<file path="src/rtl/top_mult.sv">
// Registered signed constant multiplier: out = inp * COEFF, exact, one cycle of latency.
// The product is built as a shift-add tree selected from COEFF's bits at elaboration.
module top_mult #(
  parameter int BIT_WIDTH  = 6,
  parameter int COEF_WIDTH = 8,
  parameter int OUT_WIDTH  = BIT_WIDTH + COEF_WIDTH,
  parameter logic signed [COEF_WIDTH-1:0] COEFF = 8'sd93
) (
  input  logic                        clk,
  input  logic                        rst_n,
  input  logic signed [BIT_WIDTH-1:0] inp,
  output logic signed [OUT_WIDTH-1:0] out
);

  localparam logic signed [COEF_WIDTH-1:0] Coef = COEFF;

  logic signed [OUT_WIDTH-1:0] inpExt;
  logic signed [OUT_WIDTH-1:0] partProd [COEF_WIDTH];
  logic signed [OUT_WIDTH-1:0] out_d;
  logic signed [OUT_WIDTH-1:0] out_q;

  assign inpExt = OUT_WIDTH'(inp);

  // Coefficient MSB carries negative weight in two's complement, so it subtracts.
  for (genvar g = 0; g < COEF_WIDTH; g++) begin : gPartProd
    if (!Coef[g]) begin : gZero
      assign partProd[g] = '0;
    end else if (g == COEF_WIDTH - 1) begin : gSign
      assign partProd[g] = -(inpExt <<< g);
    end else begin : gPos
      assign partProd[g] = inpExt <<< g;
    end
  end

  always_comb begin
    out_d = '0;
    for (int i = 0; i < COEF_WIDTH; i++) begin
      out_d = out_d + partProd[i];
    end
  end

  always_ff @(posedge clk or negedge rst_n) begin
    if (!rst_n) begin
      out_q <= '0;
    end else begin
      out_q <= out_d;
    end
  end

  assign out = out_q;

endmodule

</file>
<file path="config.mk">
export PLATFORM = sky130hd
export DESIGN_NAME = top_mult
export DESIGN_NICKNAME = d
export VERILOG_FILES = /design/src/rtl/top_mult.sv
export SDC_FILE = /design/constraint.sdc
export NUM_CORES = 1
export LEC_CHECK = 0
export BUFFER_PORTS_ARGS = -buffer_cell sky130_fd_sc_hd__buf_2
export CAP_MARGIN = 20
export CORE_MARGIN = 2
export CORE_UTILIZATION = 40
export CTS_CLUSTER_DIAMETER = 80
export DETAILED_ROUTE_END_ITERATION = 16
export PLACE_DENSITY_LB_ADDON = 0.05
export RECOVER_POWER = 50
export SYNTH_ARGS = -nofsm -noshare
export SYNTH_HDL_FRONTEND = slang
export SYNTH_SLANG_ARGS = --single-unit
</file>
<file path="constraint.sdc">
create_clock -name clk -period 0.95 [get_ports clk]
set_input_delay 0.19 -clock clk [delete_from_list [all_inputs] [get_ports clk]]
set_output_delay 0.19 -clock clk [all_outputs]
set_load 0.005 [all_outputs]
</file>
Yosys cells after proc, flatten, opt, wreduce, memory -nomap -nowiden:

Cells that the tools add are included.

* bits in registers: 14
* input bits: 8
* output and inout bits: 14
* logic and storage cells: 5

* add/subtract/negate cells: 4

Operators by type and width (number)
* $add 11x12->13: 1
* $add 10x10->11: 1
* $add 9x9->10: 1
* $add 6x8->9: 1

Longest topological paths before layout:

Gate-level depths: netlist (run 1).

* word-level depth: 4
* mapped depth: 12
* gate-level depth less buffers: 12

Worst setup path after synthesis (run 1):

OpenSTA, ideal clock, no wires.

* path kind: input port to flip-flop
* from: input port inp[0]
* to: register out_q[11], in the netlist out[11]
* library setup time: 0.080 ns
* arrival time: 2.968 ns
* required time: 0.870 ns
* slack: -2.098 ns
* stages on the path: 11
* path buffers: 0
* cells stage by stage: inv_1 > fa_1 > inv_1 > fa_1 > fa_1 > fa_1 > a21o_1 > a21oi_2 > o21bai_1 > a21oi_1 > xnor2_1

* longest elaborated chain between the ends: 4

RTL lines
* start, declared: RTL line 11 `input logic signed [BIT_WIDTH-1:0] inp,`
* $add 6x8->9: RTL line 38 `out_d = out_d + partProd[i];`
* $add 9x9->10: RTL line 38
* $add 10x10->11: RTL line 38
* $add 11x12->13 *: RTL line 38
* via out_d[11]: RTL line 19 `logic signed [OUT_WIDTH-1:0] out_d;`
* end signal, assigned: RTL line 46 `out_q <= out_d;`
* end, declared: RTL line 20 `logic signed [OUT_WIDTH-1:0] out_q;`

Mark *: on every way through the listed nets, which the timed path passes. The rest lies on a longest branch.

Worst setup path in the final report (run 1):

* from: input port inp[3]
* to: register out_q[11], in the netlist out[11]

The elaborated chain is that of the path after synthesis.

==> results of run 1 <==
## metrics by stage
stage,instance area (um2),setup WS (ps),utilization [%],std cells
final,1440,-1820,59.1,152
after floorplan,1020,-1980,-,77
after global routing,1440,-1900,59.1,152
after global placement,1280,-2160,52.7,144
after detailed placement,1280,-2170,52.7,144
after CTS,1450,-1820,59.7,152
## critical path, delay by kind of cell
family	cells	cell delay, ps
XOR/XNOR	1	130
buffers and inverters	3	160
adder cells (fa/ha/maj)	4	1970
AO/OA/AOI/OAI	4	540
## power by group through the flow
stage | Combinational (mW) | Clock, mW | Sequential [mW]
4_1_cts | 1.47 | 0.350 | 0.779
3_3_place_gp | 1.26 | 0 | 0.784
2_1_floorplan | 0.681 | 0 | 0.825
3_5_place_dp | 1.27 | 0 | 0.790
6_report | 1.45 | 0.339 | 0.775
5_1_grt | 1.66 | 0.384 | 0.800
## layout make-up
type	instances	area, um2	area share [%]
inverters	14	62.6	4.35
multi-input cells	49	681	47.3
clock buffers	4	26.3	1.83
flip-flops and latches	13	325	22.6
well taps	30	37.5	2.61
repair buffers	42	305	21.2
## final timing paths
| check | cells after the start | endpoint | slack, ps | startpoint |
|---|---|---|---|---|
| worst max-delay path | 12 | out[11] | -1820 | inp[3] |
| worst min-delay path | 2 | out[0] | 210 | inp[0] |
| max in group asynchronous | 2 | out[10] | 390 | rst_n |
| min in group asynchronous | 2 | out[7] | 330 | rst_n |
## synth_stat cells
cell type | n | share of area [%]
ha_1 | 20 | 25
inv_1 | 14 | 5.2
dfrtp_1 | 13 | 32
fa_1 | 11 | 22
xnor2_1 | 4 | 3.5
a21oi_1 | 3 | 1.5
a21o_1 | 2 | 1.5
xor2_1 | 2 | 1.7
a21oi_2 | 1 | 0.87
a41oi_2 | 1 | 1.6
buf_4 | 1 | 0.74
nand2b_1 | 1 | 0.62
o21ai_0 | 1 | 0.49
o21ai_2 | 1 | 0.87
o21bai_1 | 1 | 0.74
o31ai_4 | 1 | 2.1
## cell families (layout without fill, tap and decap cells)
kind of cell             count (synthesis)  count (layout)
buffers and inverters                   15              60
AO/OA/AOI/OAI                           11              11
adder cells (fa/ha/maj)                 31              31
flip-flops                              13              13
AND/OR/NAND/NOR                          1               1
XOR/XNOR                                 6               6
## metal layers
| metal | share of wire [%] | global-route usage (%) |
|---|---|---|
| met1 | 44 | 18.2 |
| met2 | 50 | 24.7 |
| met3 | 3.9 | 2.46 |
| met4 | 2.5 | 8.75 |
| met5 | 0 | 0 |
## what timing repair did
action | CTS | global route
hold buffers | 1 | 0
gates resized for setup | 29 | 3
pin swaps | 21 | 14
endpoints found under the setup margin | 21 | 24
endpoints found under the hold margin | 13 | 0
gates cloned | 0 | 0
buffers inserted | 4 | 1
==> metrics.md, run 1 <==
| Metric | Value |
|---|---|
| Ys Warns | `0` |
| Number of synthesized register bits | `13` |
| Filler cells | `214` |
| Final min period | `2770 ps` |
| Vias per cell | `4.57` |
| Reg power frac | `30.2%` |
| Initial Utilization | `41.6%` |
| F_max | `361 MHz` |
| CTS H-tree lvls | `1` |
| Hold Vio Cnt, Final | `0` |
| Logic pwr share | `56.6%` |
| Area Growth Syn to Fin | `42.0%` |
| Slew headroom | `79.4%` |
| Die width | `54.3 um` |
| Vias | `694` |
| Remaining global-route overflow | `0` |
| Unrepaired setup endpoints after global routing | `true` |
| Simple-gate portion of the synthesized area | `0.618%` |
| Leak | `0.739 nW` |
| Num ports | `22` |
| Setup TNS | `-12920 ps` |
| Largest net degree at the start of global routing | `14` |
| Bufs on Longest Clock Path | `2` |
| Crit path arrival time | `2980 ps` |
| Status | `finished, violations left` |
| Rows | `18` |
| Pwr Total | `2.57 mW` |
| Multiplexer share of the synthesized area | `0%` |
| CP Data Required Time | `1160 ps` |
| Final WS setup | `-1820 ps` |
| HP Class | `input pin to flop` |
| Clk slew on worst S/H paths | `70 ps` |
| Post-Syn Area | `1010 um2` |
| Clock tree sinks | `13` |
| Drt first pass iters | `1` |
| Adder-cell share of the synthesized area | `46.5%` |
| Root Driver | `clkbuf_4` |
| Main combinational cell family by area after synthesis | `adder cells` |
| Fin. max-slew vios | `0` |
| Commonest non-fill, non-tap cells in the layout | `ha_1, buf_2, buf_4` |
| Final Cycle Share | `292%` |
| Critical-path top delay cell | `fa_1` |
| Worst setup SP type | `input pin` |
| Final nets | `162` |
| First-pass GRT wire length | `3040 um` |
| Switching share of power | `33.8%` |
| Max FFs per register | `13` |
| Total CTS buffers | `3` |
| Layout cells sized above 1 | `50.0%` |
| CP endpoint kind | `flop` |
| Synth Area in Compound Gates | `9.64%` |
| Wirelength per Cell | `11.9 um` |
| Post-Synth XOR/XNOR Area | `5.19%` |
| Worst-Margin Slew | `310 ps` |
| Die Y | `54.3 um` |
| DRT antenna net count | `0` |
| Clock share of power | `13.2%` |
| Total track usage | `14.9%` |
| Syn Area/Cell | `13.1 um2` |
| Max Cap Viol | `0` |
| TritonCTS clock tree | `built` |
| Worst IR drop on VDD | `0.00104 V` |
| Min Hold Slack | `205 ps` |
| # DRC | `0` |
| Iteration-0 DRC Markers | `0` |
| Crit-path cells | `buf_8 -> inv_4 -> fa_1 -> inv_2 -> fa_1 -> fa_1 -> fa_2 -> a21o_1 -> a21oi_2 -> o21bai_1 -> a21oi_1 -> xnor2_1` |
| Initial antenna violation count | `0` |
| Failing checks | `negative setup slack` |
| Detailed Route WL | `1810 um` |
| Die ar. | `2950 um2` |
| P_sw | `870 uW` |
| DP Wirelength | `1450 um` |
| Vias in the first global route | `695` |
| Max Fanout on Critical Path | `2` |
| Core Footprint | `2430 um2` |
| Largest stage delay on the critical path | `570 ps` |
| Yosys cell types | `16` |
| Crit Path Class | `input pin to flop` |
| Top cell by count, worst path | `fa_1` |
| Commonest non-fill, non-tap cell in the layout | `ha_1` |
| Internal power | `1.70 mW` |
| Diodes inserted | `0` |
| Sequential share of the synthesized area | `32.1%` |
| PwrDens | `1790 nW/um2` |
| Port-buffer cells | `21` |
| Placer Congestion | `0.802` |
| Final setup fails | `14` |
| Synthesized instance count | `77` |
| Mapped Nets | `116` |
Note: power is estimated with default switching activity, not from simulation.
==> inputs of run 2 (changes only) <==
--- a/config.mk
+++ b/config.mk
@@ -11,6 +11,7 @@
 export CORE_UTILIZATION = 40
 export CTS_CLUSTER_DIAMETER = 80
 export DETAILED_ROUTE_END_ITERATION = 16
+export HOLD_SLACK_MARGIN = 0.02
 export PLACE_DENSITY_LB_ADDON = 0.05
 export RECOVER_POWER = 50
 export SYNTH_ARGS = -nofsm -noshare
==> constraint.sdc (replaced) <==
create_clock -name clk -period 0.95 [get_ports clk]
set_input_delay 0.19 -clock clk [delete_from_list [all_inputs] [get_ports clk]]
set_output_delay 0.19 -clock clk [all_outputs]
set_load 0.01 [all_outputs]
==> run 2 against run 1 <==
  * The run still ends with negative setup slack left
  * Worst hold slack improved by 0.56 ps
  * Maximum frequency barely moved
  * Wire length rose by 0.89%
  * Die area did not move
  * Non-clock buffer count is the same
==> metrics.md, run 2 (synthesis gave the netlist of run 1 again) <==
| Metric | Value |
|---|---|
| Root Driver | `clkbuf_4` |
| Area Growth Syn to Fin | `43.9%` |
| Vias in the first global route | `695 (unchanged)` |
| Crit path from | `inp[3]` |
| Iteration-0 DRC Markers | `0 (unchanged)` |
| Core Footprint | `2430 um2 (unchanged)` |
| Wirelength per Cell | `12.0 um (+0.89%)` |
| DRT antenna net count | `0 (unchanged)` |
| CP endpoint kind | `flop` |
| Drt first pass iters | `1 (unchanged)` |
| TritonCTS clock tree | `built` |
| Commonest non-fill, non-tap cells in the layout | `ha_1, buf_4, buf_2, dfrtp_1, fa_1` |
| Worst IR drop on VDD | `0.00116 V (+11%)` |
| Fin. max-slew vios | `0 (unchanged)` |
| CTS H-tree lvls | `1 (unchanged)` |
| F_max | `361 MHz (about the same)` |
| Crit Path Class | `input pin to flop` |
| Largest net degree at the start of global routing | `14 (unchanged)` |
| Vias per cell | `4.59 (+0.58%)` |
| Layout cells sized above 1 | `50.0% (unchanged)` |
| Worst setup SP type | `input pin` |
| Final WS setup | `-1820 ps (-0.160 ps)` |
| Max FFs per register | `13 (unchanged)` |
| Failing checks | `negative setup slack` |
| Crit path arrival time | `2980 ps (about the same)` |
| Placer Congestion | `0.802 (unchanged)` |
| Num ports | `22 (unchanged)` |
| Total CTS buffers | `3 (unchanged)` |
| Final min period | `2770 ps (+0.160 ps)` |
| Final std cell area, no fill | `1460 um2 (+1.3%)` |
| Unrepaired setup endpoints after global routing | `true` |
| Port-buffer cells | `21 (unchanged)` |
| DP Wirelength | `1450 um (unchanged)` |
| HP Class | `input pin to flop` |
| Clk slew on worst S/H paths | `70 ps (about the same)` |
| Die ar. | `2950 um2 (unchanged)` |
| Hold Vio Cnt, Final | `0 (unchanged)` |
| Pwr Total | `2.72 mW (+5.8%)` |
| Commonest non-fill, non-tap cell in the layout | `ha_1` |
| Slew headroom | `79.2% (-0.17 points)` |
| Status | `finished, violations left` |
| Initial antenna violation count | `0 (unchanged)` |
| Clock tree sinks | `13 (unchanged)` |
| Diodes inserted | `0 (unchanged)` |
| Max Cap Viol | `0 (unchanged)` |
| # DRC | `0 (unchanged)` |
| Pre-CTS WS | `-2170 ps (unchanged)` |
| Final Cycle Share | `292% (about the same)` |
| Setup TNS | `-13060 ps (-138 ps)` |
| Detailed Route WL | `1820 um (+0.89%)` |
| Remaining global-route overflow | `0 (unchanged)` |
| First-pass GRT wire length | `3040 um (unchanged)` |
| Total track usage | `14.9% (unchanged)` |
| Post-DP Area | `1280 um2 (unchanged)` |
| Hold Crit Start | `inp[0]` |
| CP Data Required Time | `1160 ps (about the same)` |
| Die Y | `54.3 um (unchanged)` |
| Leak | `0.746 nW (+0.86%)` |
| Initial Utilization | `41.6% (unchanged)` |
| Final setup fails | `24 (+10)` |
| Rows | `18 (unchanged)` |
| Die width | `54.3 um (unchanged)` |
| Vias | `698 (+0.58%)` |
| Max Fanout on Critical Path | `2 (unchanged)` |
| PwrDens | `1870 nW/um2 (+4.5%)` |
| Worst hold stages | `2 (unchanged)` |
| Final nets | `162 (unchanged)` |
| Bufs on Longest Clock Path | `2 (unchanged)` |
| Worst-Margin Slew | `312 ps (+2.62 ps)` |
[run 2: cell counts in the layout (fill, tap and decap cells not counted)]
No cell type changed its count.
[run 2: cell type report]
cell class	count	area, um2
timing repair buffer	42	324
inverter	14	62.6
tap	30	37.5
fill	210	976
multi-input combinational	49	681
clock buffer	4	26.3
sequential	13	325
[run 2: path summary, 6_finish.rpt]
kind | endpoint | slack (ps)
max | out[11] | -1820
min | out[0] | 210
max in group asynchronous | out[10] | 380
min in group asynchronous | out[7] | 330
[run 2: where the power goes]
part,switching (mW),internal (mW),total [mW]
Clock,0.175,0.163,0.338
Sequential,0.0520,0.738,0.790
Combinational,0.729,0.861,1.59
Total,0.956,1.76,2.72
[run 2: through the flow]
| stage | hold WS (ps) | util [%] | std cells |
|---|---|---|---|
| 6_report | 206 | 59.9 | 152 |
| 5_1_grt | 202 | 59.9 | 152 |
| 4_1_cts | 115 | 59.7 | 152 |
| 3_5_place_dp | 86.0 | 52.7 | 144 |
| 3_3_place_gp | 79.4 | 52.7 | 144 |
| 2_1_floorplan | -106 | - | 77 |
[run 2: per-layer routing]
metal / vias up / GRT usage (%) / routed length [um] / share of wire, %
met1: 337 / 18.2 / 791 / 43
li1: 339 / - / - / -
met5: - / 0 / 0 / 0
met3: 5 / 2.46 / 71 / 3.9
met2: 17 / 24.7 / 915 / 50
met4: 0 / 8.75 / 45 / 2.5
[run 2: worst max-delay path, stage by stage]
cell and delay, ps:
buf_8 80, inv_4 30, fa_1 540, inv_2 50, fa_1 570, fa_1 470, fa_2 390, a21o_1 170
a21oi_2 140, o21bai_1 70, a21oi_1 160, xnor2_1 130
[run 2: timing repair]
item,CTS,global route
buffers inserted,4,1
pin swaps,21,14
setup endpoints to repair,24,24
gates resized for setup,29,6
endpoints found under the hold margin,13,0
hold buffers,1,0
==> inputs of run 3 (changes only) <==
--- a/config.mk
+++ b/config.mk
@@ -14,6 +14,7 @@
 export HOLD_SLACK_MARGIN = 0.02
 export PLACE_DENSITY_LB_ADDON = 0.05
 export RECOVER_POWER = 50
+export SKIP_LAST_GASP = 1
 export SYNTH_ARGS = -nofsm -noshare
 export SYNTH_HDL_FRONTEND = slang
 export SYNTH_SLANG_ARGS = --single-unit
==> run 3 against run 2 <==
  * The flow still finishes with violations (negative setup slack)
  * Die area is the same
  * Non-clock buffer count is the same
  * Cell count is the same
  * Flip-flop and latch count is the same
  * Maximum frequency grew 0.34%
  * Clock power is essentially flat
  * Via count shrank 0.72%
  * First-iteration DRC count is the same
  * Sequential power is essentially flat
  * Critical path type unchanged
==> metrics.md, run 3 (synthesis gave the netlist of run 1 again) <==
| Metric | Value |
|---|---|
| Initial Utilization | `41.6% (unchanged)` |
| Failing checks | `negative setup slack` |
| Worst IR drop on VDD | `0.00117 V (+1.2%)` |
| Worst setup SP type | `input pin` |
| Max Fanout on Critical Path | `2 (unchanged)` |
| # DRC | `0 (unchanged)` |
| Critical-path top delay cell | `fa_1` |
| Setup TNS | `-12650 ps (+412 ps)` |
| Top cell by count, worst path | `fa_1` |
| Core Footprint | `2430 um2 (unchanged)` |
| Post-route insts no fill | `152 (unchanged)` |
| Largest stage delay on the critical path | `520 ps (-50 ps)` |
| Bufs on Longest Clock Path | `2 (unchanged)` |
| Root Driver | `clkbuf_4` |
| Port-buffer cells | `21 (unchanged)` |
| Reg power frac | `28.7% (-0.4 points)` |
| Commonest non-fill, non-tap cells in the layout | `ha_1, buf_4, buf_2, dfrtp_1, fa_1` |
| WHS Endpoint | `out[0]` |
| Diodes inserted | `0 (unchanged)` |
| Util after Layout | `60.5% (+0.62 points)` |
| Final WS setup | `-1810 ps (+9.29 ps)` |
| Filler cells | `209 (-0.48%)` |
| Total CTS buffers | `3 (unchanged)` |
| Vias | `693 (-0.72%)` |
| Crit-path cells | `buf_8 -> inv_4 -> fa_1 -> inv_1 -> fa_1 -> fa_1 -> ha_1 -> a21o_1 -> a41oi_2 -> o21ai_2 -> o31ai_4 -> xnor2_1` |
| Logic pwr share | `59.1% (+0.6 points)` |
| F_max | `362 MHz (+0.34%)` |
| Unrepaired setup endpoints after global routing | `true` |
| Clock share of power | `12.2% (-0.2 points)` |
| Iteration-0 DRC Markers | `0 (unchanged)` |
| Leak | `0.745 nW (-0.10%)` |
| Slew headroom | `79.3% (+0.099 points)` |
| Area Growth Syn to Fin | `45.4%` |
| Crit path arrival time | `2970 ps (about the same)` |
| Max Cap Viol | `0 (unchanged)` |
| CP Data Required Time | `1160 ps (about the same)` |
| Final nets | `162 (unchanged)` |
| First-pass GRT wire length | `2880 um (-5.2%)` |
| Max FFs per register | `13 (unchanged)` |
| Worst-Margin Slew | `311 ps (-1.48 ps)` |
| Rows | `18 (unchanged)` |
| Pre-CTS WS | `-2170 ps (unchanged)` |
| Worst hold stages | `2 (unchanged)` |
| HP Class | `input pin to flop` |
| Wirelength per Cell | `11.7 um (-2.4%)` |
| Drt first pass iters | `1 (unchanged)` |
| Layout cells sized above 1 | `51.6% (+1.6 points)` |
| Final setup fails | `24 (unchanged)` |
| DP Wirelength | `1450 um (unchanged)` |
| Remaining global-route overflow | `0 (unchanged)` |
| Hold Crit Start | `inp[0]` |
| Die ar. | `2950 um2 (unchanged)` |
| Clock tree sinks | `13 (unchanged)` |
| Clk slew on worst S/H paths | `70 ps (about the same)` |
| DRT antenna net count | `0 (unchanged)` |
| Vias in the first global route | `669 (-3.7%)` |
| CTS H-tree lvls | `1 (unchanged)` |
| Detailed Route WL | `1780 um (-2.4%)` |
| Placer Congestion | `0.802 (unchanged)` |
| Total track usage | `14.1% (-0.87 points)` |
| Largest net degree at the start of global routing | `14 (unchanged)` |
| Switching share of power | `35.2% (about the same)` |
| Crit Path Class | `input pin to flop` |
| Die width | `54.3 um (unchanged)` |
| Final Cycle Share | `291% (-0.98 points)` |
| Initial antenna violation count | `0 (unchanged)` |
| DP Cell Count | `144 (unchanged)` |
| Fin. max-slew vios | `0 (unchanged)` |
| Final std cell area, no fill | `1470 um2 (+1.0%)` |
| TritonCTS clock tree | `built` |
| Num ports | `22 (unchanged)` |
| CP top delay family | `adder cells` |
| Status | `finished, violations left` |
| Internal power | `1.79 mW (+1.4%)` |
| Hold Vio Cnt, Final | `0 (unchanged)` |
| PwrDens | `1870 nW/um2 (+0.33%)` |
| Crit path buffers/inverters | `3 (unchanged)` |
| Commonest non-fill, non-tap cell in the layout | `ha_1` |
| P_sw | `969 uW (+1.4%)` |
| CP endpoint kind | `flop` |
| Post-DP Area | `1280 um2 (unchanged)` |
| Final min period | `2760 ps (-9.29 ps)` |
| Vias per cell | `4.56 (-0.72%)` |
| Die Y | `54.3 um (unchanged)` |
[run 3: changes by cell type in the layout (fill, tap and decap cells not counted)]
cell	before	now
ha_4	3	4
ha_1	17	16
fa_1	9	8
fa_2	2	3
[run 3: worst max-delay path by stage]
stage           start       to  slack, ps  cells after the start
2_1_floorplan  inp[2]  out[11]      -1980                     11
3_3_place_gp   inp[2]  out[12]      -2160                     12
3_5_place_dp   inp[2]  out[12]      -2170                     12
4_1_cts        inp[3]  out[12]      -1820                     12
5_1_grt        inp[3]  out[12]      -1910                     12
6_report       inp[3]  out[12]      -1810                     12
[run 3: area by class of cell]
cell class | instances | area, um2 | area share [%]
multi-input cells | 49 | 696 | 47.3
clock buffers | 4 | 26.3 | 1.79
flip-flops and latches | 13 | 325 | 22.1
well taps | 30 | 37.5 | 2.55
inverters | 14 | 62.6 | 4.25
repair buffers | 42 | 324 | 22.0
[run 3: power by group through the flow]
stage               Sequential, mW  Combinational (mW)  Clock, mW
floorplan                    0.899               0.684          0
global placement             0.784                1.34          0
detailed placement           0.790                1.34          0
CTS                          0.779                1.54      0.350
global route                 0.811                1.83      0.384
finish                       0.790                1.63      0.336
[run 3: per-layer routing]
layer	global-route usage, %	share of wire [%]
met5	0	0
met4	8.75	2.5
met3	2.46	4.2
met2	21.5	48
met1	18.4	45
[run 3: what timing repair did]
action | in CTS | in global routing
resized for setup | 24 | 10
setup endpoints to repair | 24 | 24
pin swaps | 21 | 4
setup buffers | 4 | 0
hold buffers | 1 | 0
endpoints found under the hold margin | 13 | 0
[run 3: stage by stage]
step | hold WS (ps) | power [mW]
6_report | 219 | 2.76
4_1_cts | 135 | 2.67
5_1_grt | 211 | 3.03
3_3_place_gp | 79.4 | 2.12
3_5_place_dp | 86.0 | 2.13
2_1_floorplan | -106 | 1.58
